## src/rtl/riscv_pipe_ctrl_pkg.sv

```systemverilog
// Shared definitions for the pipeline controller: stage bit positions,
// trap FSM states, exception cause codes and a stage-mask helper.
package riscv_pipe_ctrl_pkg;

  localparam int NSTG      = 5;
  localparam int STG_PC    = 0;
  localparam int STG_IFID  = 1;
  localparam int STG_IDEX  = 2;
  localparam int STG_EXMEM = 3;
  localparam int STG_MEMWB = 4;

  typedef logic [NSTG-1:0] stgvec_t;

  typedef enum logic {
    ST_RUN  = 1'b0,
    ST_TRAP = 1'b1
  } state_e;

  localparam logic [4:0] CAUSE_INSN_MISALIGN  = 5'd0;
  localparam logic [4:0] CAUSE_INSN_FAULT     = 5'd1;
  localparam logic [4:0] CAUSE_ILLEGAL_INSN   = 5'd2;
  localparam logic [4:0] CAUSE_BREAKPOINT     = 5'd3;
  localparam logic [4:0] CAUSE_LOAD_MISALIGN  = 5'd4;
  localparam logic [4:0] CAUSE_LOAD_FAULT     = 5'd5;
  localparam logic [4:0] CAUSE_STORE_MISALIGN = 5'd6;
  localparam logic [4:0] CAUSE_STORE_FAULT    = 5'd7;
  localparam logic [4:0] CAUSE_ECALL_M        = 5'd11;

  // Mask holding the PC and every pipeline register up to and including 'upto'.
  function automatic stgvec_t stgMask(input int upto);
    stgvec_t m;
    for (int i = 0; i < NSTG; i++) begin
      m[i] = (i <= upto);
    end
    return m;
  endfunction

endpackage

```

## src/rtl/riscv_stall_wdog.sv

```systemverilog
// Stall watchdog (saturating run-length counter with sticky flag) and a
// free-running count of stalled cycles.
module riscv_stall_wdog
  #(
    parameter int WDOG_MAX = 1024,
    parameter int CNT_W    = 32
  )
  (
    input  logic             clk,
    input  logic             rst_n,
    input  logic             stall_any_i,
    output logic             wdog_o,
    output logic [CNT_W-1:0] stall_cnt_o
  );

  localparam int WW = (WDOG_MAX > 2) ? $clog2(WDOG_MAX) : 1;
  localparam logic [WW-1:0] WLIM = WW'(WDOG_MAX - 1);

  logic [WW-1:0]    wcnt_q, wcnt_d;
  logic             wdog_q, wdog_d;
  logic [CNT_W-1:0] cnt_q, cnt_d;

  // Fires on a stalled cycle that finds the run length already at its limit.
  always_comb begin
    wcnt_d = '0;
    wdog_d = wdog_q;
    cnt_d  = cnt_q;
    if (stall_any_i) begin
      wcnt_d = (wcnt_q == WLIM) ? wcnt_q : wcnt_q + 1'b1;
      cnt_d  = cnt_q + 1'b1;
      if (wcnt_q == WLIM) begin
        wdog_d = 1'b1;
      end
    end
  end

  always_ff @(posedge clk or negedge rst_n) begin
    if (!rst_n) begin
      wcnt_q <= '0;
      wdog_q <= 1'b0;
      cnt_q  <= '0;
    end else begin
      wcnt_q <= wcnt_d;
      wdog_q <= wdog_d;
      cnt_q  <= cnt_d;
    end
  end

  assign wdog_o      = wdog_q;
  assign stall_cnt_o = cnt_q;

endmodule

```

## src/rtl/riscv_pipe_ctrl.sv

```systemverilog
// Pipeline hazard/sequencing controller: resolves stage stall requests,
// accepts EX branch redirects and sequences MEM-stage trap entry.
module riscv_pipe_ctrl
  import riscv_pipe_ctrl_pkg::*;
  #(
    parameter int XLEN     = 32,
    parameter int WDOG_MAX = 1024,
    parameter int CNT_W    = 32
  )
  (
    input  logic             clk,
    input  logic             rst_n,
    input  logic             req_if_i,
    input  logic             req_id_i,
    input  logic             req_ex_i,
    input  logic             req_mem_i,
    input  logic             br_taken_i,
    input  logic [XLEN-1:0]  br_target_i,
    input  logic             exc_valid_i,
    input  logic [XLEN-1:0]  exc_pc_i,
    input  logic [4:0]       exc_cause_i,
    input  logic [XLEN-1:0]  mtvec_i,
    output logic [NSTG-1:0]  stall_o,
    output logic [NSTG-1:0]  flush_o,
    output logic             redirect_valid_o,
    output logic [XLEN-1:0]  redirect_pc_o,
    output logic             trap_o,
    output logic [XLEN-1:0]  trap_epc_o,
    output logic [4:0]       trap_cause_o,
    output logic             wdog_o,
    output logic [CNT_W-1:0] stall_cnt_o
  );

  state_e          state_q, state_d;
  logic [XLEN-1:0] epc_q, epc_d;
  logic [4:0]      cause_q, cause_d;

  // An accepted branch clears stall[1:0] after resolution: any IF/ID stall
  // it overrides belongs to wrong-path instructions anyway.
  always_comb begin
    state_d          = state_q;
    epc_d            = epc_q;
    cause_d          = cause_q;
    stall_o          = '0;
    flush_o          = '0;
    redirect_valid_o = 1'b0;
    redirect_pc_o    = '0;
    trap_o           = 1'b0;
    case (state_q)
      ST_TRAP: begin
        redirect_valid_o  = 1'b1;
        redirect_pc_o     = {mtvec_i[XLEN-1:2], 2'b00};
        flush_o[STG_IFID] = 1'b1;
        trap_o            = 1'b1;
        state_d           = ST_RUN;
      end
      default: begin
        if (exc_valid_i && !req_mem_i) begin
          stall_o = stgMask(STG_PC);
          flush_o = ~stgMask(STG_PC);
          epc_d   = exc_pc_i;
          cause_d = exc_cause_i;
          state_d = ST_TRAP;
        end else begin
          if (req_mem_i) begin
            stall_o            = stgMask(STG_EXMEM);
            flush_o[STG_MEMWB] = 1'b1;
          end else if (req_ex_i) begin
            stall_o            = stgMask(STG_IDEX);
            flush_o[STG_EXMEM] = 1'b1;
          end else if (req_id_i) begin
            stall_o           = stgMask(STG_IFID);
            flush_o[STG_IDEX] = 1'b1;
          end else if (req_if_i) begin
            stall_o           = stgMask(STG_PC);
            flush_o[STG_IFID] = 1'b1;
          end
          if (br_taken_i && !req_mem_i && !req_ex_i) begin
            redirect_valid_o  = 1'b1;
            redirect_pc_o     = br_target_i;
            flush_o[STG_IFID] = 1'b1;
            flush_o[STG_IDEX] = 1'b1;
            stall_o[STG_PC]   = 1'b0;
            stall_o[STG_IFID] = 1'b0;
          end
        end
      end
    endcase
  end

  always_ff @(posedge clk or negedge rst_n) begin
    if (!rst_n) begin
      state_q <= ST_RUN;
      epc_q   <= '0;
      cause_q <= '0;
    end else begin
      state_q <= state_d;
      epc_q   <= epc_d;
      cause_q <= cause_d;
    end
  end

  assign trap_epc_o   = epc_q;
  assign trap_cause_o = cause_q;

  riscv_stall_wdog #(
    .WDOG_MAX (WDOG_MAX),
    .CNT_W    (CNT_W)
  ) u_wdog (
    .clk         (clk),
    .rst_n       (rst_n),
    .stall_any_i (|stall_o),
    .wdog_o      (wdog_o),
    .stall_cnt_o (stall_cnt_o)
  );

endmodule

```

## config.mk

```make
export PLATFORM = sky130hd
export DESIGN_NAME = riscv_pipe_ctrl
export DESIGN_NICKNAME = d
export VERILOG_FILES = /design/src/rtl/riscv_pipe_ctrl_pkg.sv /design/src/rtl/riscv_stall_wdog.sv /design/src/rtl/riscv_pipe_ctrl.sv
export SDC_FILE = /design/constraint.sdc
export NUM_CORES = 1
export LEC_CHECK = 0
export ABC_AREA = 0
export BUFFER_PORTS_ARGS = -buffer_cell sky130_fd_sc_hd__buf_2
export CORE_MARGIN = 3
export CORE_UTILIZATION = 40
export DETAILED_ROUTE_END_ITERATION = 10
export GPL_TIMING_DRIVEN = 1
export MAX_ROUTING_LAYER = met4
export PLACE_DENSITY = 0.73
export SYNTH_ARGS = -nofsm -noshare
export SYNTH_HDL_FRONTEND = slang
export SYNTH_SLANG_ARGS = --single-unit
```

## constraint.sdc

```tcl
create_clock -name clk -period 1.85 [get_ports clk]
set_clock_uncertainty 0.2 [all_clocks]
set_input_delay 0.185 -clock clk [delete_from_list [all_inputs] [get_ports clk]]
set_output_delay 0.185 -clock clk [all_outputs]
set_load 0.02 [all_outputs]
```

==> reports/metrics.yaml <==
power.leakage_nw: 2.95
die_h_um: 106
status: "finished with violations"
vias: 3986
drc: 0
cts_tree: "yes"
drt-initial-drc-count: 222
antenna_found_initial: 1
wl_per_cell_um: 17.4
ios: 223
final_cell_area_mm2: 0.00639
final_cell_count_no_fill: 766
regToRegSetupSlack_ns: 0.05
postRouteAntennaNets: 0
clock-sinks: 81
critical_path_class: "register to primary output"
cp.arrival_ns: 1.59
fmax_ghz: 0.507
worstSkewPairLatency_ns: 0.35
hold_viol: 0
fin_ws_ns: -0.120
cp-end-kind: "primary output"
critPathRequiredTime_ns: 1.46
clk_pin_slew_worst_paths_ns: 0.09
synthesis.area_mm2: 0.00398
cts_buffers: 9
ys_seq_area_share_pct: 51.0
grt_overflow: 0
finalSetupViolCount: 33
synthCells: 353
syn_to_final_growth_pct: 60.6
dpl_cell_area_mm2: 0.00541
grt_max_degree: 39
root_buffer: "clkbuf_8"
synth.yosys.warnings: 0
min_path_type: "input port to async pin"
worstSetupStartpointType: "register"
cts.path.max_buffers: 2
dp_cells: 708
final_cell_mix: "181 x buf_2, 81 x dfrtp_1, 38 x dlygate4sd3_1"
fp-row-count: 35
maxCapViolations: 0
drive_above_1_share_pct: 52.2
dp.final_hpwl_um: 8920
rsz0062_at_grt: "yes"
track_usage_pct: 23.8
synth_cell_types: 41
tns_ns: -2.86
layout.nets: 742
drv_slew: 0
path_max_fanout: 16
cts_max_level: 3
syn_area_per_cell_um2: 11.3
violations: "negative setup slack"
grt_first_pass_wirelength_um: 20700
grt_pass1_vias: 4174
vdd_drop_max_mv: 0.846
fin_crit_ns: 1.97
die-area_mm2: 0.0112
coreArea_mm2: 0.00946
drt_wl_total_um: 13300
final_common_cell: "buf_2"
gp_congestion: 0.807
start_util_pct: 42.0
first_pass_iters: 4
finalCritPeriodShare_pct: 107
finalPower_mw: 5.20
ys_ff_latch: 81
port_buffers: 218
viasPerCell: 5.20
powerDensity_mw_per_mm2: 814
die_x_um: 106
## registers in the layout, summed over array words and instances (netlist names)
name                cells
u_wdog.stall_cnt_o     32
trap_epc_o             32
u_wdog.wcnt_q          10
state_q                 1
u_wdog.wdog_o           1
trap_cause_o            5
## cells by family after synthesis
logic type	after synthesis	share of synthesized area, %
xor gates and xnor gates	34	7.49
DFF	81	51.0
buffers and inverters	32	3.96
AOI/OAI and AO/OA	52	10.0
muxes	38	10.7
other	1	0.0943
adders and majority gates	2	0.629
and+or+nand+nor	113	16.1
## where the power goes
part | total [mW] | internal (mW) | switching [mW]
registers | 2.24 | 2.05 | 0.194
clock network | 1.14 | 0.489 | 0.650
logic | 1.82 | 0.807 | 1.01
## path summary, 6_finish.rpt
path                          startpoint  cells after the start                     end
setup / recovery                 state_q                      5        redirect_pc_o[4]
hold / removal                     rst_n                      2           trap_epc_o[9]
setup reg to reg                 state_q                      5  u_wdog.stall_cnt_o[29]
hold reg to reg            u_wdog.wdog_o                      1           u_wdog.wdog_o
max in group asynchronous          rst_n                      3           trap_epc_o[1]
min in group clk               req_mem_i                      4                 state_q
## metal layers
| metal | wire [um] | up-vias | GRT usage, % | share of wire [%] |
|---|---|---|---|---|
| met1 | 4750 | 1924 | 23.8 | 36 |
| met3 | 841 | 50 | 5.21 | 6.3 |
| met5 | 0 | - | - | 0 |
| met4 | 691 | 0 | 13.1 | 5.2 |
| met2 | 7050 | 174 | 42.9 | 53 |
| li1 | - | 1838 | - | - |
## cells in the mapped netlist (all sizes together)
master | number | area share [%]
a21o | 1 | 0.19
a31oi | 3 | 0.47
nor2b | 2 | 0.31
nand4 | 13 | 2.0
nand2b | 1 | 0.16
nor4 | 11 | 1.9
nor3 | 14 | 1.9
xor2 | 22 | 4.8
a211oi | 3 | 0.57
xnor2 | 12 | 2.6
and3 | 7 | 1.1
o211a | 1 | 0.25
clkbuf | 9 | 0.91
o31ai | 1 | 0.19
or2 | 2 | 0.31
ha | 2 | 0.63
mux2 | 37 | 10
and2 | 6 | 0.94
mux2i | 1 | 0.25
a21oi | 5 | 0.63
a211o | 1 | 0.22
nor4b | 2 | 0.60
a22o | 29 | 6.4
dfrtp | 81 | 51
nand2 | 17 | 1.6
nand3b | 1 | 0.19
o21ai | 7 | 0.88
a311oi | 1 | 0.22
nand3 | 14 | 1.8
buf | 15 | 2.3
conb | 1 | 0.094
inv | 8 | 0.76
nor2 | 14 | 1.3
and4 | 9 | 2.0
## area by class of cell
type | instances | area (um2)
Antenna cell | 1 | 2.50
Sequential cell | 81 | 2030
Timing Repair Buffer | 290 | 2020
Clock inverter | 6 | 45.0
Inverter | 8 | 32.5
Fill cell | 692 | 3070
Tap cell | 129 | 161
Clock buffer | 10 | 128
Multi-Input combinational cell | 241 | 1970
## critical path, cell delays in order (launching register included)
cell and delay [ns]:
dfrtp_1 0.38, buf_4 0.14, nor3_4 0.21, buf_6 0.19
a22o_1 0.19, buf_6 0.13
## through the flow
stage / hold slack [ns] / util [%] / worst slack, ns
6_report: 0.0981 / 67.5 / -0.120
2_1_floorplan: -0.311 / - / -0.0369
3_3_place_gp: -0.0635 / 57.1 / 0.0247
5_1_grt: 0.121 / 67.5 / -0.220
3_5_place_dp: -0.0585 / 57.1 / 0.0276
4_1_cts: 0.100 / 65.8 / -0.128
## timing repair
action | CTS | global route
hold buffers | 38 | 0
endpoints found under the setup margin | 32 | 51
gates resized for setup | 58 | 44
gates cloned | 2 | 0
setup buffers | 3 | 0
hold endpoints to repair | 118 | 0
pin swaps | 7 | 8
Note: power is estimated with default switching activity, not from simulation.
